## config.mk

```make
export PLATFORM = sky130hd
export DESIGN_NAME = led_step_counter
export DESIGN_NICKNAME = d
export VERILOG_FILES = /design/src/rtl/led_step_pkg.sv /design/src/rtl/button_conditioner.sv /design/src/rtl/led_step_counter.sv
export SDC_FILE = /design/constraint.sdc
export NUM_CORES = 1
export LEC_CHECK = 0
export ABC_AREA = 1
export CORE_MARGIN = 4
export CORE_UTILIZATION = 65
export DETAILED_ROUTE_END_ITERATION = 6
export PLACE_DENSITY = 0.84
export SLEW_MARGIN = 20
export SYNTH_ARGS = -nofsm -noshare
export SYNTH_HDL_FRONTEND = slang
export SYNTH_SLANG_ARGS = --single-unit
```

## constraint.sdc

```tcl
create_clock -name clk -period 2.9 [get_ports clk]
set_clock_uncertainty 0.05 [all_clocks]
set_input_delay 0.29 -clock clk [delete_from_list [all_inputs] [get_ports clk]]
set_output_delay 0.29 -clock clk [all_outputs]
set_load 0.02 [all_outputs]
```

## src/rtl/led_step_pkg.sv

```systemverilog
// Shared types and width helper for the LED step counter.
package led_step_pkg;

    typedef enum logic [1:0] {
        IDLE   = 2'd0,
        HOLD   = 2'd1,
        REPEAT = 2'd2
    } rpt_state_e;

    // Bits needed to hold any value in 0..max_val (never less than 1).
    function automatic int unsigned width_for(input int unsigned max_val);
        return (max_val < 2) ? 1 : $clog2(max_val + 1);
    endfunction

endpackage

```

## src/rtl/button_conditioner.sv

```systemverilog
// Synchroniser, debouncer and auto-repeat FSM for one raw button;
// emits a one-cycle step pulse on each accepted press and repeat tick.
module button_conditioner
    import led_step_pkg::*;
#(
    parameter int DEBOUNCE_CYCLES = 500000,
    parameter int REPEAT_DELAY    = 25000000,
    parameter int REPEAT_PERIOD   = 5000000
) (
    input  logic clk,
    input  logic reset,
    input  logic btn_raw,
    output logic step
);

    localparam int DB_W       = width_for(DEBOUNCE_CYCLES);
    localparam int RPT_MAX    = (REPEAT_DELAY > REPEAT_PERIOD) ? REPEAT_DELAY : REPEAT_PERIOD;
    localparam int TMR_W      = width_for(RPT_MAX);
    localparam int DELAY_LAST = (REPEAT_DELAY > 0) ? REPEAT_DELAY - 1 : 0;

    logic             sync1_q, sync1_d;
    logic             sync2_q, sync2_d;
    logic             level_q, level_d;
    logic [DB_W-1:0]  db_cnt_q, db_cnt_d;
    rpt_state_e       state_q, state_d;
    logic [TMR_W-1:0] tmr_q, tmr_d;
    logic             step_q, step_d;
    logic             rise, fall;

    always_comb begin
        sync1_d  = btn_raw;
        sync2_d  = sync1_q;
        level_d  = level_q;
        db_cnt_d = '0;
        rise     = 1'b0;
        fall     = 1'b0;
        // The counter only survives while every sample disagrees with the accepted level.
        if (sync2_q != level_q) begin
            if (db_cnt_q == DB_W'(DEBOUNCE_CYCLES - 1)) begin
                level_d = sync2_q;
                rise    = sync2_q;
                fall    = ~sync2_q;
            end else begin
                db_cnt_d = db_cnt_q + DB_W'(1);
            end
        end
    end

    always_comb begin
        state_d = state_q;
        tmr_d   = tmr_q;
        step_d  = 1'b0;
        if (fall) begin
            state_d = IDLE;
            tmr_d   = '0;
        end else if (rise) begin
            state_d = HOLD;
            tmr_d   = '0;
            step_d  = 1'b1;
        end else begin
            case (state_q)
                HOLD: begin
                    if (REPEAT_DELAY > 0) begin
                        if (tmr_q == TMR_W'(DELAY_LAST)) begin
                            state_d = REPEAT;
                            tmr_d   = '0;
                            step_d  = 1'b1;
                        end else begin
                            tmr_d = tmr_q + TMR_W'(1);
                        end
                    end
                end
                REPEAT: begin
                    if (tmr_q == TMR_W'(REPEAT_PERIOD - 1)) begin
                        tmr_d  = '0;
                        step_d = 1'b1;
                    end else begin
                        tmr_d = tmr_q + TMR_W'(1);
                    end
                end
                default: tmr_d = '0;
            endcase
        end
    end

    always_ff @(posedge clk) begin
        if (reset) begin
            sync1_q  <= 1'b0;
            sync2_q  <= 1'b0;
            level_q  <= 1'b0;
            db_cnt_q <= '0;
            state_q  <= IDLE;
            tmr_q    <= '0;
            step_q   <= 1'b0;
        end else begin
            sync1_q  <= sync1_d;
            sync2_q  <= sync2_d;
            level_q  <= level_d;
            db_cnt_q <= db_cnt_d;
            state_q  <= state_d;
            tmr_q    <= tmr_d;
            step_q   <= step_d;
        end
    end

    assign step = step_q;

endmodule

```

## src/rtl/led_step_counter.sv

```systemverilog
// Two-button up/down position counter driving a dot or bar LED display,
// with debounced inputs, auto-repeat and selectable wrap/saturate.
module led_step_counter
    import led_step_pkg::*;
#(
    parameter int N_LEDS          = 8,
    parameter int DEBOUNCE_CYCLES = 500000,
    parameter int REPEAT_DELAY    = 25000000,
    parameter int REPEAT_PERIOD   = 5000000,
    localparam int CNT_W          = width_for(N_LEDS)
) (
    input  logic              clk,
    input  logic              reset,
    input  logic              inc_btn,
    input  logic              dec_btn,
    input  logic              bar_mode,
    input  logic              wrap_en,
    output logic [N_LEDS-1:0] leds,
    output logic [CNT_W-1:0]  count,
    output logic              at_min,
    output logic              at_max
);

    localparam logic [CNT_W-1:0] CNT_MAX = CNT_W'(N_LEDS);

    logic [1:0]       btn_raw;
    logic [1:0]       step;
    logic [CNT_W-1:0] count_q, count_d;

    assign btn_raw = {dec_btn, inc_btn};

    for (genvar b = 0; b < 2; b++) begin : g_btn
        button_conditioner #(
            .DEBOUNCE_CYCLES(DEBOUNCE_CYCLES),
            .REPEAT_DELAY   (REPEAT_DELAY),
            .REPEAT_PERIOD  (REPEAT_PERIOD)
        ) u_cond (
            .clk    (clk),
            .reset  (reset),
            .btn_raw(btn_raw[b]),
            .step   (step[b])
        );
    end

    // Range ends are explicit compares so the count never relies on modulo wrap.
    always_comb begin
        count_d = count_q;
        case (step)
            2'b01: begin
                if (count_q == CNT_MAX) count_d = wrap_en ? '0 : CNT_MAX;
                else                    count_d = count_q + CNT_W'(1);
            end
            2'b10: begin
                if (count_q == '0) count_d = wrap_en ? CNT_MAX : '0;
                else               count_d = count_q - CNT_W'(1);
            end
            default: count_d = count_q;
        endcase
    end

    always_ff @(posedge clk) begin
        if (reset) count_q <= '0;
        else       count_q <= count_d;
    end

    always_comb begin
        leds = '0;
        for (int i = 0; i < N_LEDS; i++) begin
            leds[i] = bar_mode ? (count_q > CNT_W'(i)) : (count_q == CNT_W'(i + 1));
        end
    end

    assign count  = count_q;
    assign at_min = (count_q == '0);
    assign at_max = (count_q == CNT_MAX);

endmodule

```

==> metrics.txt <==
GRT Overall Usage=23.4%; critical path data required time=2560 ps; PostCTS Resize Cnt=0; clock root buffer=clkbuf_8; Filler cells=744; Post-synth EDFFs=0; reg2reg end=g_btn[1].u_cond.tmr_q[0]; total CTS buffers=9; highest clock rate=383 MHz; core area=8760 um2; Antenna Nets Post-Route=0; area grow syn2layout=6.95%; Antenna Diode Count=0; Crit path largest cell delay=630 ps; Logic pwr share=1.5%; Max-slew headroom=70.6%; Worst setup startpoint=count[1]; initial antenna violation count=0; Max IR drop VDD=0.000262 V; hpwl dp=9.11 mm; most frequent cells in the layout=189 x nand2_1, 155 x nor2_1, 106 x inv_1, 104 x dfxtp_1, 64 x nand3_1; vias in the first global route=4918; via/cell ratio=5.30; Clock Latency Late Sink=360 ps; Setup CP Type=register to primary output; Initial DRC Count=264; status=complete, no violations; WP buf/inv=2; hold crit path type=register to register; Post-synth ARST share=0%; routed wire length=11.8 mm; crit path capture=leds[1]; Sw Ratio=22.2%; Seq cells post-synth=104; Cell variety after synth=41; top cells by area, synth=dfxtp_1 35%, nand2_1 12%, nor2_1 9.9%; slowest CP cell=clkdlybuf4s50_1; commonest non-fill, non-tap cell in the layout=nand2_1; Pre-Repair DR Iteration Count=5; Seq pwr share=63.3%; Fin. Hold Viols=0; Synth warnings=0; critical path, cell by cell=inv_1 > ha_1 > nand2_1 > nand2_1 > o21ai_0 > clkdlybuf4s50_1; final setup violation count=0; MaxCap Viol Count=0; PortBufs=19; DIE HEIGHT=103 um; die area=10600 um2; clock-pin slew on the worst setup and hold paths=100 ps; Post-synth top flop=dfxtp_1; Mean Syn Cell Area=6.83 um2; r2r setup slk=950 ps; # IOs=20; Synth Net Count=881; Internal=0.00176 W; DRC viols=0; first-pass GRT wire length=20.7 mm; largest net degree at the start of global routing=26; Synth top area share=35.4%; die width=103 um; Final min period=2610 ps; Overflow after GRT=0; CTS Hold Bufs=0; share of layout cells above drive strength 1=9.23%; num rows=34; setup TNS=0 ps; CTS tree=done; worst reg2reg startpoint=g_btn[1].u_cond.db_cnt_q[0]; CTS H-tree lvls=3; Initial Util=67.2%; Mapped Area=5890 um2; final net count=903; CP Data Arrival Time=2270 ps; CP endpoint kind=primary output; Final period util=90.1%; CTS sink count=104; Clk pwr share=35.2%; Post-Syn Instances=862; FF-to-FF path depth=10; maximum fanout along the worst path=8; post-synthesis sequential area ratio=35.4%; RSZ-0062 raised after global routing=no; Post-CTS Setup Bufs=0; cell mode on critical path=nand2_1; largest area contributor in the netlist=dfxtp_1; WP depth=6; Power Total=0.00226 W; Leakage Power=2.23 nW; critical path's top delay family=buffers and inverters; worst-margin pin slew=438 ps; NetSw=0.000504 W; vias=5280; Slew Viols, Final=0; clock tree buffer depth=2; CP Launch Type=register; power per cell area=359 nW/um2; per-cell routed wire length=11.9 um; Routability Congestion=0.930
worst register-to-register path: stages, from the launching register on:
cell and delay (ps):
dfxtp_1 440, ha_1 280, nand2_1 110, nor2_2 170, inv_2 90, nor2_4 130
nand3_4 100, nand2_2 110, nor2_4 60, nand2_4 240, nor2_1 80
area by class of cell:
class	instances	area, um2	share of cell area, %
clock inverters	5	43.8	0.695
well taps	108	135	2.15
flip-flops and latches	104	2080	33.1
clock buffers	10	128	2.03
inverters	111	418	6.64
multi-input cells	638	3290	52.3
repair buffers	20	198	3.14
cell families (layout without fill, tap and decap cells):
| kind of cell | count (synthesis) | count (layout) | share of synthesized area (%) |
|---|---|---|---|
| simple gates | 510 | 510 | 39.1 |
| buf+inv | 120 | 146 | 8.71 |
| flops | 104 | 104 | 35.4 |
| xor+xnor | 58 | 58 | 8.75 |
| compound gates | 57 | 57 | 5.29 |
| fa+ha+maj | 13 | 13 | 2.76 |
worst min path at each step:
stage,from,cells past startpoint,endpoint,slack (ps)
after global placement,g_btn[1].u_cond.sync1_q,2,g_btn[1].u_cond.sync2_q,350
after floorplan,g_btn[0].u_cond.sync1_q,2,g_btn[0].u_cond.sync2_q,340
final,g_btn[0].u_cond.sync1_q,2,g_btn[0].u_cond.sync2_q,370
after CTS,dec_btn,3,g_btn[1].u_cond.sync1_q,380
after detailed placement,g_btn[0].u_cond.sync1_q,2,g_btn[0].u_cond.sync2_q,350
after global routing,inc_btn,3,g_btn[0].u_cond.sync1_q,400
synthesized netlist by cell type, types with 17 or more instances:
| cell | instances |
|---|---|
| nand2_1 | 189 |
| a21oi_1 | 27 |
| xnor2_1 | 17 |
| nor2_2 | 44 |
| inv_1 | 106 |
| dfxtp_1 | 104 |
| xor2_1 | 40 |
| nand3_1 | 64 |
| nor3_1 | 20 |
| o21ai_0 | 19 |
| nor2_1 | 155 |
power by group through the flow:
| stage | logic (W) | clock network [W] | registers [W] |
|---|---|---|---|
| final | 0.0000334 | 0.000798 | 0.00143 |
| after global routing | 0.0000365 | 0.000889 | 0.00143 |
| after CTS | 0.0000335 | 0.000830 | 0.00143 |
| after detailed placement | 0.0000333 | 0 | 0.00147 |
| after global placement | 0.0000320 | 0 | 0.00147 |
| after floorplan | 0.0000206 | 0 | 0.00147 |
sequential cells by signal (all words and copies together), names as in the netlist:
register and count:
count 4, g_btn.u_cond.db_cnt_q 38, g_btn.u_cond.level_q 2, g_btn.u_cond.state_q 4
g_btn.u_cond.step 2, g_btn.u_cond.sync1_q 2, g_btn.u_cond.sync2_q 2, g_btn.u_cond.tmr_q 50
routing by layer:
layer | vias to the layer above | wire, um | global-route usage (%)
li1 | 2740 | - | -
met1 | 2393 | 5420 | 30.1
met2 | 138 | 5590 | 40.3
met3 | 9 | 705 | 4.43
met4 | 0 | 85 | 6.27
met5 | - | 0 | 0
stage by stage:
stage | util (%) | hold slack, ps | setup WS (ps) | area, um2 | instances
2_1_floorplan | - | 338 | 796 | 5890 | 862
5_1_grt | 71.9 | 397 | 124 | 6300 | 996
3_5_place_dp | 69.9 | 352 | 520 | 6130 | 981
4_1_cts | 71.9 | 377 | 293 | 6300 | 996
3_3_place_gp | 69.9 | 348 | 549 | 6130 | 981
6_report | 71.9 | 372 | 288 | 6300 | 996
Note: power is estimated with default switching activity, not from simulation.
